`src/rtl/alu_result_stage.sv`:
```
// alu_result_stage
// Registered result stage behind the ALU add/sub unit. It either passes the
// sum through or turns the z/v/n flags into a Beta compare result. Results go
// to writeback through a 2-entry skid buffer, so upstream ready is a flop.
// The stage also keeps a sticky overflow flag for the exception logic.
//
// Handshake: a beat moves on any rising edge where valid and ready are both
// high on that interface. Ready may be high with valid low. Once valid is
// raised, the payload holds stable until the beat is taken. in_ready comes
// straight from a flop. It is low only when both storage entries are full.
//
// Storage is a main register and a skid register. The main register drives
// out_data/out_rc. The FSM state encodes which entries hold live data:
// EMPTY (none), ONE (main only), FULL (main and skid).

module alu_result_stage #(
    parameter int WIDTH = 32,
    parameter int TAGW  = 5
) (
    input  logic             clk,
    input  logic             reset,
    input  logic             in_valid,
    output logic             in_ready,
    input  logic [1:0]       fn,
    input  logic [WIDTH-1:0] arithout,
    input  logic             z,
    input  logic             v,
    input  logic             n,
    input  logic [TAGW-1:0]  rc_in,
    output logic             out_valid,
    input  logic             out_ready,
    output logic [WIDTH-1:0] out_data,
    output logic [TAGW-1:0]  out_rc,
    output logic             ovf_sticky,
    input  logic             ovf_clr,
    output logic [1:0]       state_dbg
);

    typedef enum logic [1:0] {
        EMPTY = 2'd0,
        ONE   = 2'd1,
        FULL  = 2'd2
    } state_t;

    state_t state;
    state_t state_next;

    logic [WIDTH-1:0] main_data;
    logic [TAGW-1:0]  main_rc;
    logic [WIDTH-1:0] skid_data;
    logic [TAGW-1:0]  skid_rc;
    logic [WIDTH-1:0] result;

    logic in_ready_q;
    logic ovf_q;
    logic accept;
    logic xfer;

    // Register-load controls decided together with the next state.
    logic load_main_in;
    logic load_skid_in;
    logic load_main_skid;

    // Handshake events: accept uses the registered ready. A transfer can only
    // happen when the main register holds a live entry.
    assign accept = in_valid && in_ready_q;
    assign xfer   = (state != EMPTY) && out_ready;

    // Result function: pass the sum, or build a 0/1 compare result.
    // Bits above bit 0 stay zero for compares.
    always_comb begin
        result = '0;
        case (fn)
            2'b00:   result    = arithout;
            2'b01:   result[0] = z;
            2'b10:   result[0] = n ^ v;
            2'b11:   result[0] = z | (n ^ v);
            default: result    = '0;
        endcase
    end

    // State register. Reset drops any buffered entries.
    always_ff @(posedge clk) begin
        if (reset) begin
            state <= EMPTY;
        end else begin
            state <= state_next;
        end
    end

    // Next-state and load-control logic for the two-entry buffer.
    always_comb begin
        state_next     = state;
        load_main_in   = 1'b0;
        load_skid_in   = 1'b0;
        load_main_skid = 1'b0;
        case (state)
            EMPTY: begin
                if (accept) begin
                    state_next   = ONE;
                    load_main_in = 1'b1;
                end
            end
            ONE: begin
                if (accept && xfer) begin
                    // The head leaves as the new entry takes its place.
                    state_next   = ONE;
                    load_main_in = 1'b1;
                end else if (accept) begin
                    // Main is still waiting, so park the new entry in skid.
                    state_next   = FULL;
                    load_skid_in = 1'b1;
                end else if (xfer) begin
                    state_next = EMPTY;
                end
            end
            FULL: begin
                // in_ready is low here, so no accept can occur.
                if (xfer) begin
                    state_next     = ONE;
                    load_main_skid = 1'b1;
                end
            end
            default: begin
                state_next = EMPTY;
            end
        endcase
    end

    // Output decode from the current state and the storage registers.
    always_comb begin
        out_valid  = (state != EMPTY);
        out_data   = main_data;
        out_rc     = main_rc;
        in_ready   = in_ready_q;
        ovf_sticky = ovf_q;
        state_dbg  = state;
    end

    // Registered ready: high whenever the skid register will be free next cycle.
    always_ff @(posedge clk) begin
        if (reset) begin
            in_ready_q <= 1'b1;
        end else begin
            in_ready_q <= (state_next != FULL);
        end
    end

    // Main and skid data registers. They clear on reset and otherwise keep
    // their last value while invalid.
    always_ff @(posedge clk) begin
        if (reset) begin
            main_data <= '0;
            main_rc   <= '0;
            skid_data <= '0;
            skid_rc   <= '0;
        end else begin
            if (load_main_in) begin
                main_data <= result;
                main_rc   <= rc_in;
            end else if (load_main_skid) begin
                main_data <= skid_data;
                main_rc   <= skid_rc;
            end
            if (load_skid_in) begin
                skid_data <= result;
                skid_rc   <= rc_in;
            end
        end
    end

    // Sticky overflow: only an accepted pass-op with v set raises it.
    // A set in the same cycle as a clear wins.
    always_ff @(posedge clk) begin
        if (reset) begin
            ovf_q <= 1'b0;
        end else if (accept && (fn == 2'b00) && v) begin
            ovf_q <= 1'b1;
        end else if (ovf_clr) begin
            ovf_q <= 1'b0;
        end
    end

endmodule

```
`config.mk`:
```
export PLATFORM = sky130hd
export DESIGN_NAME = alu_result_stage
export DESIGN_NICKNAME = d
export VERILOG_FILES = /design/src/rtl/alu_result_stage.sv
export SDC_FILE = /design/constraint.sdc
export NUM_CORES = 1
export LEC_CHECK = 0
export ABC_AREA = 1
export BUFFER_PORTS_ARGS = -buffer_cell sky130_fd_sc_hd__buf_4
export CELL_PAD_IN_SITES_DETAIL_PLACEMENT = 0
export CELL_PAD_IN_SITES_GLOBAL_PLACEMENT = 2
export CORE_MARGIN = 5
export CORE_UTILIZATION = 30
export DETAILED_ROUTE_END_ITERATION = 10
export PLACE_DENSITY = 0.92
export REMOVE_ABC_BUFFERS = 1
export SYNTH_ARGS = -nofsm -noshare
export SYNTH_HDL_FRONTEND = slang
export SYNTH_SLANG_ARGS = --single-unit
```
`constraint.sdc`:
```
create_clock -name clk -period 2.85 [get_ports clk]
set_input_delay 0.1425 -clock clk [delete_from_list [all_inputs] [get_ports clk]]
set_output_delay 0.1425 -clock clk [all_outputs]
set_load 0.01 [all_outputs]
```
# Word-level counts from Yosys, hierarchy flattened
# Index checks and enable logic that the tools add are counted.
# classes
eq_ne	6
muxes	21
n_bitwise	2
n_reduce_logical	10
# op_table
cell	n
32-bit two-way mux	2
31-bit two-way mux	1
2-bit two-way mux	5
5-bit two-way mux	2
1-bit two-way mux	8
2-bit == test, second input constant	3
2-bit one-hot mux with 3 select lines	1
2-bit nonzero test	3
1-bit logical AND	5
2-bit by 1-bit == test with 1-bit output, second input constant	2
2-bit logical NOT	2
1-bit one-hot mux with 4 select lines	1
2-bit inequality test, second input constant	1
1-bit one-hot mux with 2 select lines	1
1-bit OR	1
1-bit XOR	1
# word_totals
register_bits	78
input_bits	47
out_inout_bits	42
elab_cells	46

# Longest topological paths before layout
# logic_depth
word_depth	7
ltp_mapped	11
ltp_nobuf	8

# Worst setup path after synthesis
# No wires, ideal clock.
# synth_path
kind	register -> register
start	reg state[0], in the netlist state_dbg[0]
end	reg main_data[10], in the netlist out_data[10]
setup_time_ns	0.109
arrival_ns	1.230
t_required_ns	2.741
slack_ns	1.511
path_stages_with_launch	12
n_path_buf	3
synth_period_minus_slack_ns	1.339
cell_sequence	dfxtp_1 > buf_2 > nor2_2 > inv_2 > nand2_1 > nand3_1 > buf_4 > buf_6 > nand2_1 > nand3_1 > nand2_1 > inv_1
# synth_between
elab_chain_cells	6
elab_cells_between_ends	12
cone_classes	eq/ne: 2; mux: 5; reduce/logical: 5
# synth_rtl
item	line	source
start, declared	45	state_t state;
start signal, assigned	87	state <= state_next;
2-bit nonzero test *	n/a	
via out_valid	30	output logic out_valid,
1-bit logical AND *	67	assign xfer = (state != EMPTY) && out_ready;
1-bit logical AND	105	if (accept && xfer) begin
1-bit two-way mux	105	
1-bit one-hot mux with 2 select lines	97	case (state)
32-bit two-way mux or 2-bit nonzero test (tied branches)	n/a	
end signal, assigned	159	main_data <= result;
end signal, assigned	162	main_data <= skid_data;
end, declared	48	logic [WIDTH-1:0] main_data;
# Mark *: on every way through the listed nets, which the timed path passes. The rest lies on a longest branch.
# A chain may end at the register's enable or synchronous reset.

# Final worst setup path
# layout_path
start	reg state[0], in the netlist state_dbg[0]
end	reg main_data[28], in the netlist out_data[28]
# layout_between
elab_chain_cells	6
elab_cells_between_ends	12
cone_classes	eq/ne: 2; mux: 5; reduce/logical: 5
# layout_rtl
item	line
2-bit nonzero test	67
1-bit logical AND	67
1-bit logical AND	105
1-bit two-way mux	105
1-bit one-hot mux with 2 select lines	97
32-bit two-way mux or 2-bit nonzero test (tied branches)	n/a
# Several ways; a longest one is shown, not always the timed one.

==> impl_results.md <==
* First-pass GRT wire length at 15.0 mm
* Top cells by area, synth: dfxtp_1 44%, nand2_1 17%, inv_1 12%
* Sequential fraction of the synthesis area at 44.3%
* Post-synth ARST share at 0%
* Outcome: completed
* Max Clock Skew at about 3.0 ps
* Pwr dens at 576 mW/mm^2
* Flops & latches, synth at 78
* Xor-xnor portion of the synthesized cell area at 0%
* Nets@finish at 660
* RSZ-0062 raised after global routing: false
* Total wire length at between 9 and 10 mm
* Cell Rows at 39
* I/O Pins at 89
* Routed Antenna Nets at 0
* Part of the power in registers at between 40% and 50%
* Die H at 118 um
* Most used cell, CP: nand2_1
* Clk pwr share at about 46%
* Remaining Overflow, GRT at 0
* Mean post-synth cell area at approximately 6.6 um^2
* Max-cap viol count at 0
* Pwr Total at 2640 uW
* Core ar. at roughly 0.011 mm^2
* Port bufs at 88
* Initial Util at a little under a third
* Largest net degree at the start of global routing at 48
* Final hold vios at 0
* Final Util at 40.0%
* Most frequent cells in the layout: 157 x nand2_1, 112 x inv_1, 91 x buf_4
* Post-synthesis mux area share at 0%
* R2R depth at 9
* Post-cts resize count at 0
* Tcrit/Tclk final at 62.7%
* Worst setup EP type: flip-flop
* CP required at a little over 3000 ps
* Vias in the first global route at 3215
* Ant. Diodes at 0
* CTS tree: yes
* Final TNS setup at 0 ps
* Worst Path Max Fanout at 20
* Synth warnings at 0
* Syn Inst Count at around 540
* NetSw at about 620 uW
* Largest area contributor in the netlist: dfxtp_1
* Final setup fails at 0
* Post-CTS Hold Fix Bufs at 1
* Post-DR wirelength/cell at between 10 and 15 um
* CP Cell Sequence: nor2_2 > inv_2 > nand2_1 > nand3_2 > buf_4 > nand2_1 > nand3_1 > nand2_1 > inv_1
* Hold Crit Class: primary input to flip-flop
* Netlist cell types at 19
* Initial drt markers at 146
* Detail Placement HPWL at between 5 and 6 mm
* Most common cell after layout, fill and taps aside: nand2_1
* Via-to-Cell Ratio at roughly 4.4
* Root Buffer: clkbuf_16
* Max rail drop VDD at about 0.00024 V
* Gate power share at roughly a tenth
* Net Sw Frac at about a quarter
* Fmax at 560 MHz
* GP Congestion at ~0.71
* CTS buffer count at 9
* DIE WIDTH at ~120 um
* Max transition margin at 26.7%
* Crit path arrival time at a little over 2000 ps
* Synth Area in Compound Gates at 11.5%
* Antenna violations before repair at 0
* Worst-Skew Late Latency at 330 ps
* Drt drc at 0
* Clock sink count at 78
* Mapped cell area at between 0.003 and 0.004 mm^2
* Power Internal at between 2000 and 2500 uW
* EDFF count, synth at 0
* Largest family of logic cells by synthesized area: simple AND/OR/NAND/NOR gates
* First-pass DRT Iterations at 4
* Area grow syn2layout at 30.2%
* CP max stage delay at just over 400 ps
* Gr usage total at approximately an eighth
* Fill cells at approximately 1200
* Non-Filler Instances at roughly 760
* Clock transition at path regs at 60 ps
* Fin area at roughly 0.0046 mm^2
* Setup bufs post-CTS at 0
* Placed Cells at between 700 and 800
* Critical path class: flip-flop to flip-flop
* Slew Viols, Final at 0
* Total die area at 0.0140 mm^2
* Crit path max-delay cell type: dfxtp_1
* Via count at approximately 3400
* Adder-cell share of the synthesized area at 0%
* Worst Tran Pin Value at 1100 ps
* Pleak at between 0.002 and 0.0025 uW
* Final min period at about 1800 ps
* Hold Crit Depth at 3
* CP startpoint kind: flip-flop
* Share of cells above drive strength 1 at 19.1%
* Synth top area share at approximately 44%
* Primary FF master, synth: dfxtp_1
* Dpl cell area at approximately 0.0043 mm^2
* Clock Path Buffers at 2
* H-tree levels at 3
* Post-Synth Simple-Gate Area at between 20% and 30%
## sequential cells by signal, summed over array words and instances, names as in the netlist
register,flops
out_rc,5
state_dbg,2
ovf_sticky,1
in_ready,1
skid_rc,5
out_data,32
skid_data,32
## cell families after synthesis
logic type             after synthesis
AO/OA/AOI/OAI                       79
flip-flops                          78
AND/OR/NAND/NOR                    233
buffers and inverters              148
## worst max-delay path, delay by kind of cell (launching register included)
| family | cells | cell delay, ps |
|---|---|---|
| buffers and inverters | 3 | 480 |
| AND/OR/NAND/NOR | 6 | 790 |
| flip-flops | 1 | 410 |
## final timing paths
kind | from | end | slack, ps
worst max-delay path | state_dbg[0] | out_data[28] | 1060
worst min-delay path | out_ready | in_ready | 80
worst max register to register | state_dbg[0] | out_data[28] | 1060
worst min register to register | skid_data[21] | skid_data[21] | 440
## Yosys cell counts, types with 2 or more instances
master	count
nand2_1	157
inv_1	113
dfxtp_1	78
a21oi_1	39
nand3_1	39
nor2_1	33
o21ai_0	25
buf_2	13
o21ai_1	12
clkbuf_1	10
buf_6	5
inv_2	5
buf_4	2
nand4_1	2
## metrics by stage
stage	hold WS [ps]	setup slack, ps
2_1_floorplan	212	78.6
3_3_place_gp	328	1050
3_5_place_dp	331	1040
4_1_cts	66.9	1030
5_1_grt	88.7	862
6_report	83.2	1060
## metal layers
layer / wire length (um) / track usage (%) / up-vias
met5: 0 / 0 / -
met4: 161 / 5.67 / 0
met3: 434 / 3.44 / 14
met2: 4220 / 21.3 / 71
met1: 4220 / 16.2 / 1521
li1: - / - / 1760
## power by group through the flow
stage	Combinational (uW)	Clock, uW	Sequential, uW
CTS	289	1250	1160
floorplan	138	0	1180
finish	282	1210	1160
global placement	283	0	1180
global route	322	1300	1160
detailed placement	286	0	1180
## cell type report
cell class              instances  area, um^2  area share [%]
clock buffers                  13         280            6.11
clock inverters                 3        40.0           0.872
inverters                     118         443            9.65
multi-input cells             312        1350            29.5
flip-flops and latches         78        1560            34.0
well taps                     143         179            3.90
repair buffers                 94         733            16.0
No activity file was read; power rests on OpenSTA's default activity.
